### src/rtl/add_sched_pkg.sv
// Shared types and default widths for the add_sched adder-sharing scheduler.
package add_sched_pkg;

   typedef enum logic [1:0] {
      IDLE,
      CALC,
      RESP
   } state_t;

   localparam int ADD_W    = 4;
   localparam int ADD_NREQ = 4;

endpackage

### src/rtl/rr_arbiter.sv
// Combinational round-robin arbiter: first asserted request at or after ptr wins.
module rr_arbiter #(
   parameter  int N  = 4,
   localparam int IW = (N > 1) ? $clog2(N) : 1
) (
   input  logic [N-1:0]  req,
   input  logic [IW-1:0] ptr,
   output logic [N-1:0]  gnt,
   output logic [IW-1:0] gnt_idx
);

   logic          found;
   logic [IW-1:0] idx;

   always_comb begin
      gnt     = '0;
      gnt_idx = '0;
      found   = 1'b0;
      idx     = '0;
      for (int k = 0; k < N; k++) begin
         idx = IW'((int'(ptr) + k) % N);
         if (!found && req[idx]) begin
            found    = 1'b1;
            gnt[idx] = 1'b1;
            gnt_idx  = idx;
         end
      end
   end

endmodule

### src/rtl/add_sched.sv
// Round-robin scheduler sharing one external W-bit adder among NREQ requesters;
// each operation takes IDLE (grant) -> CALC (adder settles) -> RESP (hold until accepted).
module add_sched
   import add_sched_pkg::*;
#(
   parameter int NREQ = ADD_NREQ,
   parameter int W    = ADD_W
) (
   input  logic                    clk,
   input  logic                    rst,
   input  logic [NREQ-1:0]         req_valid,
   output logic [NREQ-1:0]         req_ready,
   input  logic [NREQ*W-1:0]       req_a,
   input  logic [NREQ*W-1:0]       req_b,
   output logic [W-1:0]            add_a,
   output logic [W-1:0]            add_b,
   input  logic [W:0]              add_y,
   output logic                    rsp_valid,
   input  logic                    rsp_ready,
   output logic [$clog2(NREQ)-1:0] rsp_id,
   output logic [W:0]              rsp_y
);

   localparam int IW = $clog2(NREQ);

   state_t          state;
   state_t          state_nx;
   logic [IW-1:0]   rr_ptr;
   logic [IW-1:0]   gnt_idx;
   logic [IW-1:0]   id_q;
   logic [NREQ-1:0] gnt;
   logic [W-1:0]    op_a;
   logic [W-1:0]    op_b;
   logic [W:0]      y_q;
   logic            grant_fire;

   rr_arbiter #(.N(NREQ)) u_arb (
      .req     (req_valid),
      .ptr     (rr_ptr),
      .gnt     (gnt),
      .gnt_idx (gnt_idx)
   );

   always_ff @(posedge clk or posedge rst) begin
      if (rst) begin
         state <= IDLE;
      end else begin
         state <= state_nx;
      end
   end

   always_comb begin
      state_nx   = state;
      req_ready  = '0;
      rsp_valid  = 1'b0;
      grant_fire = 1'b0;
      unique case (state)
         IDLE: begin
            if (|req_valid) begin
               req_ready  = gnt;
               grant_fire = 1'b1;
               state_nx   = CALC;
            end
         end
         CALC: state_nx = RESP;
         RESP: begin
            rsp_valid = 1'b1;
            if (rsp_ready) begin
               state_nx = IDLE;
            end
         end
         default: state_nx = IDLE;
      endcase
   end

   // Operands stay registered through RESP so the adder output remains stable while held.
   always_ff @(posedge clk or posedge rst) begin
      if (rst) begin
         op_a   <= '0;
         op_b   <= '0;
         id_q   <= '0;
         y_q    <= '0;
         rr_ptr <= '0;
      end else begin
         if (grant_fire) begin
            op_a   <= req_a[gnt_idx*W +: W];
            op_b   <= req_b[gnt_idx*W +: W];
            id_q   <= gnt_idx;
            rr_ptr <= (gnt_idx == IW'(NREQ - 1)) ? '0 : gnt_idx + 1'b1;
         end
         if (state == CALC) begin
            y_q <= add_y;
         end
      end
   end

   assign add_a  = op_a;
   assign add_b  = op_b;
   assign rsp_id = id_q;
   assign rsp_y  = y_q;

endmodule

### config.mk
export PLATFORM = sky130hd
export DESIGN_NAME = add_sched
export DESIGN_NICKNAME = d
export VERILOG_FILES = /design/src/rtl/add_sched_pkg.sv /design/src/rtl/rr_arbiter.sv /design/src/rtl/add_sched.sv
export SDC_FILE = /design/constraint.sdc
export NUM_CORES = 1
export LEC_CHECK = 0
export BUFFER_PORTS_ARGS = -buffer_cell sky130_fd_sc_hd__buf_2
export CAP_MARGIN = 20
export CORE_UTILIZATION = 43
export DETAILED_ROUTE_END_ITERATION = 12
export GPL_TIMING_DRIVEN = 0
export PLACE_DENSITY_LB_ADDON = 0.05
export SETUP_SLACK_MARGIN = 0.05
export SYNTH_ARGS = -nofsm -noshare
export SYNTH_HDL_FRONTEND = slang
export SYNTH_SLANG_ARGS = --single-unit
### constraint.sdc
create_clock -name clk -period 3.1 [get_ports clk]
set_input_delay 0.31 -clock clk [delete_from_list [all_inputs] [get_ports clk]]
set_output_delay 0.31 -clock clk [all_outputs]
set_load 0.01 [all_outputs]
==> results of run 1 <==
## worst max-delay path: cells and delay by family (launching register included)
kind	cells	cell delay, ps
multiplexers	2	640
adder cells (fa/ha/maj)	1	250
flip-flops	1	420
buffers and inverters	4	590
AO/OA/AOI/OAI	3	900
## metal layers
metal	share of wire, %	global-route usage (%)
met2	54	35.5
met5	0	0
met3	4.0	2.77
met4	0.37	6.17
met1	42	21.4
## final cells by class
type                    instances  area [um^2]  area share, %
plain buffers                   8         78.8           4.07
clock buffers                   3         22.5           1.16
clock inverters                 1         5.00          0.258
inverters                       6         22.5           1.16
multi-input cells             104          926           47.8
flip-flops and latches         19          477           24.6
well taps                      46         57.6           2.97
repair buffers                 65          348           18.0
## power breakdown
| part | internal [uW] | switching, uW |
|---|---|---|
| clock network | 48.0 | 76.6 |
| registers | 379 | 59.7 |
| logic | 828 | 727 |
## placed cells by master, fill, tap and decap left out, types with 3 or more instances in the layout
cell	n
mux2_2	15
a221oi_1	4
a22oi_1	5
nor2_1	13
clkbuf_4	3
a221o_1	8
ha_1	6
mux2_4	8
dfrtp_1	18
a21oi_1	7
inv_1	6
clkbuf_1	3
and2_1	8
buf_2	61
buf_4	3
nand2_1	4
buf_6	3
## metrics by stage
step / setup TNS [ps] / instance area, um^2
after floorplan: 0 / 1490
after global placement: -1810 / 1850
after detailed placement: -1950 / 1850
after CTS: 0 / 1920
after global routing: 0 / 1940
final: 0 / 1940
## repair_timing
action | in CTS | in global routing
setup buffers | 3 | 1
gates resized for setup | 1 | 1
pin swaps | 1 | 0
hold endpoints to repair | 0 | 0
endpoints found under the setup margin | 12 | 10
## registers in the layout, indices dropped and copies added (netlist names)
signal / flops
rsp_y: 5
add_a: 4
add_b: 4
rr_ptr: 2
rsp_id: 2
state: 2
## logic make-up after synthesis
logic type / Yosys count / share of synthesized area, %
AND/OR/NAND/NOR: 36 / 13.1
AO/OA/AOI/OAI: 33 / 17.7
multiplexers: 27 / 24.0
flip-flops: 19 / 31.9
buffers and inverters: 14 / 6.80
adder cells (fa/ha/maj): 7 / 5.88
XOR/XNOR: 1 / 0.588
## final timing paths
kind	cells past startpoint	start	end	slack, ps
max	10	rr_ptr[0]	add_b[0]	190
min	2	rst	add_a[1]	120
max reg2reg	10	rr_ptr[0]	add_b[0]	190
min reg2reg	1	rsp_y[1]	rsp_y[1]	510
max in group asynchronous	2	rst	rr_ptr[0]	2500
min in group clk	2	rsp_ready	state[1]	190
==> out/metrics.yaml, run 1 <==
clock_network:
  cts_buffer_depth: 2
  clockRootBuffer: "clkbuf_4"
  cts_max_level: 1
  cts_tree: "done"
  cts_hold_buffers: 0
  cts_made_buffers: 3
  clock-sinks: 19
  clk_pin_slew_ps: 110
  insertion_delay_ps: 290
route:
  firstDrtPassIters: 6
  viasPerCell: 5.11
  antenna_left: 0
  routed_wl_mm: 3.21
  vias: 1288
  drcViolationCount: 0
  wl_per_cell_um: 12.7
  first_iter_violations: 131
floorplan:
  die-area_um2: 3710
  rows: 21
  coreArea_um2: 3340
  die_h_um: 60.9
  ios: 64
  die_w_um: 60.9
  start_util_pct: 44.7
global_routing:
  track_usage_pct: 18.7
  grt_pass1_vias: 1175
  grt_overflow_total: 0
  antenna_found_initial: 0
  grt_pass1_wl_mm: 5.14
  grt_max_degree: 20
layout:
  final_nets: 258
  area_growth_syn_to_layout_pct: 30.0
  antennaDiodeCount: 0
  utilization_pct: 58.0
  fin_cells: 252
  fill_cells: 320
  layout-drive-gt1-share_pct: 51.5
sta:
  rsz0062_at_grt: "false"
  hold_ws_ps: 115
  min_period_ps: 2910
  worst_pin_slew_ps: 714
  maxSlewViolCount: 0
  max-slew-margin-rel_pct: 52.3
  setup_violations: 0
  finalHoldViolCount: 0
  finClkSkew_ps: 4.27
  period_share_pct: 93.8
  setup_ws_ps: 193
  fmax_mhz: 344
synthesis:
  syn_area_um2: 1490
  netlist_instances: 137
  synthArstFlopShare_pct: 100
  synth-main-ff-cell: "dfrtp_1"
  syn_avg_cell_area_um2: 10.9
  synth_cell_type_count: 35
  yosys.area.top_type_share_pct: 31.9
  synthTopCellsByCount: "dfrtp_1 (19), mux2_2 (15), nor2_1 (13)"
  ys_seq_area_share_pct: 31.9
  yosys-top-cells-area: "dfrtp_1 (32%), mux2_2 (11%), mux2_4 (8.1%)"
  syn_nets: 188
  synth_most_common_cell: "dfrtp_1"
  synth_edf_count: 0
  yosys_register_bits: 19
  yosys.area.top_type: "dfrtp_1"
  yosysWarnings: 0
placed_design:
  pre_cts_slack_ps: -253
  io_buffer_count: 61
  place_inst: 244
  gp_congestion: 0.796
  dp_hpwl_mm: 2.48
worst_setup_path:
  cp_max_fo: 10
  cp.arrival_ps: 3100
  critical_path_class: "reg -> reg"
  cp_common_cell: "buf_12"
  cpPeakStageDelay_ps: 420
  cp_slowest_cell: "dfrtp_2"
  path_cells: "clkbuf_8 > inv_1 > ha_4 > mux4_2 > a2111o_1 > a21boi_4 > buf_12 > buf_12 > mux2_4 > a221o_1"
  worstPathRequired_ps: 3290
  cp-start-kind: "flip-flop"
  cp-end-kind: "flip-flop"
power_and_ir_drop:
  totalPowerFinal_uw: 2120
  power.leakage_uw: 0.000973
  power_density_nw_per_um2: 1090
  peakVddDrop_v: 0.000532
min_path:
  hold_path_class: "in -> async"
job:
  drv_cap: 0
status:
  status: "completed"
(Power assumes the default switching activity.)
==> inputs of run 2 (changes only) <==
Settings changed: CORE_UTILIZATION 43 to 35.
==> out/metrics.yaml, run 2 (same netlist as run 1, synthesis figures left out) <==
status:
  status: "completed"
sta:
  max-slew-margin-rel_pct: 50.4
  rsz0062_at_grt: "false"
  period_share_pct: 93.1
  finalHoldViolCount: 0
  maxSlewViolCount: 0
  finClkSkew_ps: 2.99
  worst_pin_slew_ps: 744
  setup_violations: 0
  min_period_ps: 2890
  fmax_mhz: 346
route:
  wl_met2_mm: 1.85
  antenna_left: 0
  drcViolationCount: 0
  viasPerCell: 5.20
  first_iter_violations: 55
  highest_layer: "met4"
  routed_wl_mm: 3.66
  firstDrtPassIters: 4
  wl_per_cell_um: 14.4
  wl_met3_um: 174
  wl_met1_mm: 1.62
  vias: 1327
clock_network:
  clk_pin_slew_ps: 80
  cts_max_level: 1
  clock-sinks: 19
  clockRootBuffer: "clkbuf_8"
  cts_tree: "done"
  cts_made_buffers: 3
  insertion_delay_ps: 250
  cts_buffer_depth: 2
  cts_hold_buffers: 0
global_routing:
  grt_pass1_wl_mm: 5.58
  grt_max_degree: 20
  track_usage_pct: 16.3
  grt_overflow_total: 0
  grt_pass1_vias: 1201
  antenna_found_initial: 0
layout:
  fin_cells: 255
  final_cell_mix: "buf_2 (61), dfrtp_1 (17), mux2_2 (15)"
  utilization_pct: 48.5
  area_growth_syn_to_layout_pct: 32.0
  antennaDiodeCount: 0
  final_common_cell: "buf_2"
  final_nets: 257
  layout-drive-gt1-share_pct: 53.2
  largest_reg_flops: 5
power_and_ir_drop:
  p_int_uw: 1300
  pwr-share-clk_pct: 7.9
  p_switching_uw: 917
  power.leakage_uw: 0.000978
  power_density_nw_per_um2: 1130
  comb_power_share_pct: 72.0
  peakVddDrop_v: 0.000406
  switching_share_pct: 41.3
  pwr-share-seq_pct: 20.1
floorplan:
  start_util_pct: 36.7
  die_h_um: 67.3
  coreArea_um2: 4060
  rows: 23
  die_w_um: 67.3
  ios: 64
  die-area_um2: 4520
worst_setup_path:
  cp.arrival_ps: 3020
  cp_common_cell: "buf_12"
  critical_path_class: "reg -> reg"
  cp_max_fo: 10
  worstPathRequired_ps: 3240
  cp_slowest_cell: "a2111o_1"
  cp-end-kind: "flip-flop"
  cp-start-kind: "flip-flop"
  r2r_start: "rr_ptr[0]"
  path_cells: "clkbuf_8 > inv_1 > ha_4 > mux4_2 > a2111o_1 > a21boi_4 > buf_12 > buf_12 > mux2_4 > a221o_1"
  crit_start: "rr_ptr[0]"
  cpPeakStageDelay_ps: 420
placed_design:
  place_inst: 248
  io_buffer_count: 61
  dp_hpwl_mm: 2.65
  gp_congestion: 0.759
job:
  drv_cap: 0
min_path:
  hold_path_class: "in -> async"
-- run 2: metrics by stage --
stage | setup TNS (ps) | hold WS (ps) | cell area, um^2 | power [uW] | setup WS [ps]
2_1_floorplan | 0 | 261 | 1490 | 1550 | 72.1
3_3_place_gp | -1900 | 467 | 1860 | 1890 | -250
4_1_cts | 0 | 198 | 1940 | 2170 | 100
5_1_grt | 0 | 225 | 1970 | 2390 | 92.8
6_report | 0 | 170 | 1970 | 2220 | 213
3_5_place_dp | -2070 | 484 | 1860 | 1920 | -267
-- run 2: cell type report --
class                   count  area [um^2]
flip-flops and latches     19          478
repair buffers             64          340
plain buffers               8         78.8
clock inverters             1         5.00
inverters                   6         22.5
well taps                  50         62.6
clock buffers               3         41.3
multi-input cells         104          938
fillers                   384         2090
-- run 2: what timing repair did --
action	in CTS	in global routing
setup endpoints to repair	8	12
pin swaps	1	0
resized for setup	1	5
buffers inserted	3	0
-- run 2: worst paths after layout --
kind,endpoint,slack (ps),cells past startpoint
min in group clk,state[1],230,2
min,rsp_y[1],170,2
max,add_b[3],210,10
min reg2reg,rsp_y[3],500,1
max in group asynchronous,rr_ptr[1],2410,2
max reg2reg,add_b[3],210,10
-- run 2: metal layers --
metal	up-vias	GRT usage (%)
met5	-	0
met4	0	4.79
met3	2	1.69
met2	41	28.9
met1	643	20.8
li1	641	-
-- run 2: power groups by stage --
| stage | clock (uW) | combinational, uW | sequential [uW] |
|---|---|---|---|
| 4_1_cts | 180 | 1550 | 447 |
| 6_report | 175 | 1600 | 447 |
| 5_1_grt | 192 | 1730 | 465 |
| 3_5_place_dp | 0 | 1450 | 465 |
| 3_3_place_gp | 0 | 1420 | 466 |
| 2_1_floorplan | 0 | 1050 | 504 |
-- run 2: critical path: cells and delay by family, from the launching register on --
family | cells | cell delay [ps]
AOI/OAI and AO/OA | 3 | 890
adders and majority gates | 1 | 250
DFF | 1 | 410
buffers and inverters | 4 | 610
muxes | 2 | 610
==> inputs of run 3 (changes only) <==
Settings changed: CORE_UTILIZATION 35 to 40.
==> out/metrics.yaml, run 3 (same netlist as run 1, synthesis figures left out) <==
status:
  status: "completed"
sta:
  maxSlewViolCount: 0
  rsz0062_at_grt: "false"
  period_share_pct: 94.1
  max-slew-margin-rel_pct: 48.8
  fmax_mhz: 343
  worst_pin_slew_ps: 765
  setup_violations: 0
  finClkSkew_ps: 4.72
  finalHoldViolCount: 0
  min_period_ps: 2920
layout:
  final_area_um2: 1950
  utilization_pct: 56.8
  area_growth_syn_to_layout_pct: 31.2
  fin_cells: 251
  largest_reg_flops: 5
  antennaDiodeCount: 0
  final_cell_mix: "buf_2 (61), dfrtp_1 (17), mux2_2 (15)"
  layout-drive-gt1-share_pct: 51.7
  final_common_cell: "buf_2"
  final_nets: 257
clock_network:
  cts_max_level: 1
  clock-sinks: 19
  cts_hold_buffers: 0
  cts_buffer_depth: 2
  insertion_delay_ps: 250
  cts_made_buffers: 3
  clockRootBuffer: "clkbuf_8"
  clk_pin_slew_ps: 70
  cts_tree: "done"
worst_setup_path:
  cp.arrival_ps: 3050
  cp_max_fo: 10
  worstPathRequired_ps: 3230
  cp-end-kind: "flip-flop"
  cp-start-kind: "flip-flop"
  critical_path_class: "reg -> reg"
route:
  wl_per_cell_um: 14.4
  antenna_left: 0
  routed_wl_mm: 3.62
  vias: 1357
  first_iter_violations: 71
  firstDrtPassIters: 4
  drcViolationCount: 0
  viasPerCell: 5.41
min_path:
  hold_path_class: "in -> async"
power_and_ir_drop:
  peakVddDrop_v: 0.000511
  power_density_nw_per_um2: 1130
  power.leakage_uw: 0.000975
job:
  drv_cap: 0
placed_design:
  placed_area_um2: 1850
  dp_hpwl_mm: 2.63
  place_inst: 244
  gp_congestion: 0.808
  io_buffer_count: 61
global_routing:
  grt_pass1_wl_mm: 6.02
  antenna_found_initial: 0
  grt_pass1_vias: 1333
  grt_overflow_total: 0
  track_usage_pct: 19.4
  grt_max_degree: 20
floorplan:
  die_h_um: 63.0
  die_w_um: 63.0
  coreArea_um2: 3440
  rows: 21
  start_util_pct: 43.3
  ios: 64
  die-area_um2: 3970
run 3: worst max-delay path, stage by stage (launching register included):
cell and delay (ps):
dfrtp_2 440, buf_6 150, inv_1 150, ha_4 250, mux4_2 310, a2111o_1 420, a21boi_4 170, buf_12 150
buf_12 150, mux2_4 300, a221o_1 310
run 3: layout make-up:
class	instances	area, um^2
fill	332	1490
multi-input combinational	104	932
sequential	19	478
timing repair buffer	64	340
buffer	8	78.8
tap	46	57.6
clock buffer	4	45.0
inverter	6	22.5
run 3: power by group:
group / internal [uW] / leakage [uW] / switching (uW)
clock: 91.2 / 0.0000228 / 77.9
combinational: 828 / 0.000725 / 756
sequential: 382 / 0.000227 / 71.7
run 3: repair_timing:
item | CTS | global route
endpoints found under the setup margin | 8 | 12
pin swaps | 1 | 0
buffers inserted | 3 | 0
gates resized for setup | 1 | 3
run 3: routing by layer:
metal / routed length [um] / track usage, % / vias to the layer above / share of wire [%]
met2: 1830 / 35.2 / 63 / 51
met3: 215 / 3.83 / 4 / 5.9
met5: 0 / 0 / - / 0
met4: 34 / 5.23 / 0 / 0.94
met1: 1540 / 22.8 / 646 / 43
li1: - / - / 644 / -
run 3: path summary, 6_finish.rpt:
check                                from         to  slack [ps]  cells past startpoint
worst max-delay path            rr_ptr[1]   add_b[0]         180                     10
worst min-delay path                  rst   add_b[3]         160                      2
worst max register to register  rr_ptr[1]   add_b[0]         180                     10
worst min register to register   rsp_y[0]   rsp_y[0]         500                      1
max in group asynchronous             rst  rr_ptr[1]        2440                      2
min in group clk                rsp_ready   state[1]         240                      2
run 3: stage by stage:
step	setup WS [ps]	power, uW	TNS, ps	hold slack, ps
2_1_floorplan	72.1	1550	0	261
3_3_place_gp	-247	1870	-1810	467
3_5_place_dp	-285	1930	-2160	467
4_1_cts	61.6	2180	0	187
5_1_grt	83.5	2370	0	219
6_report	182	2210	0	160
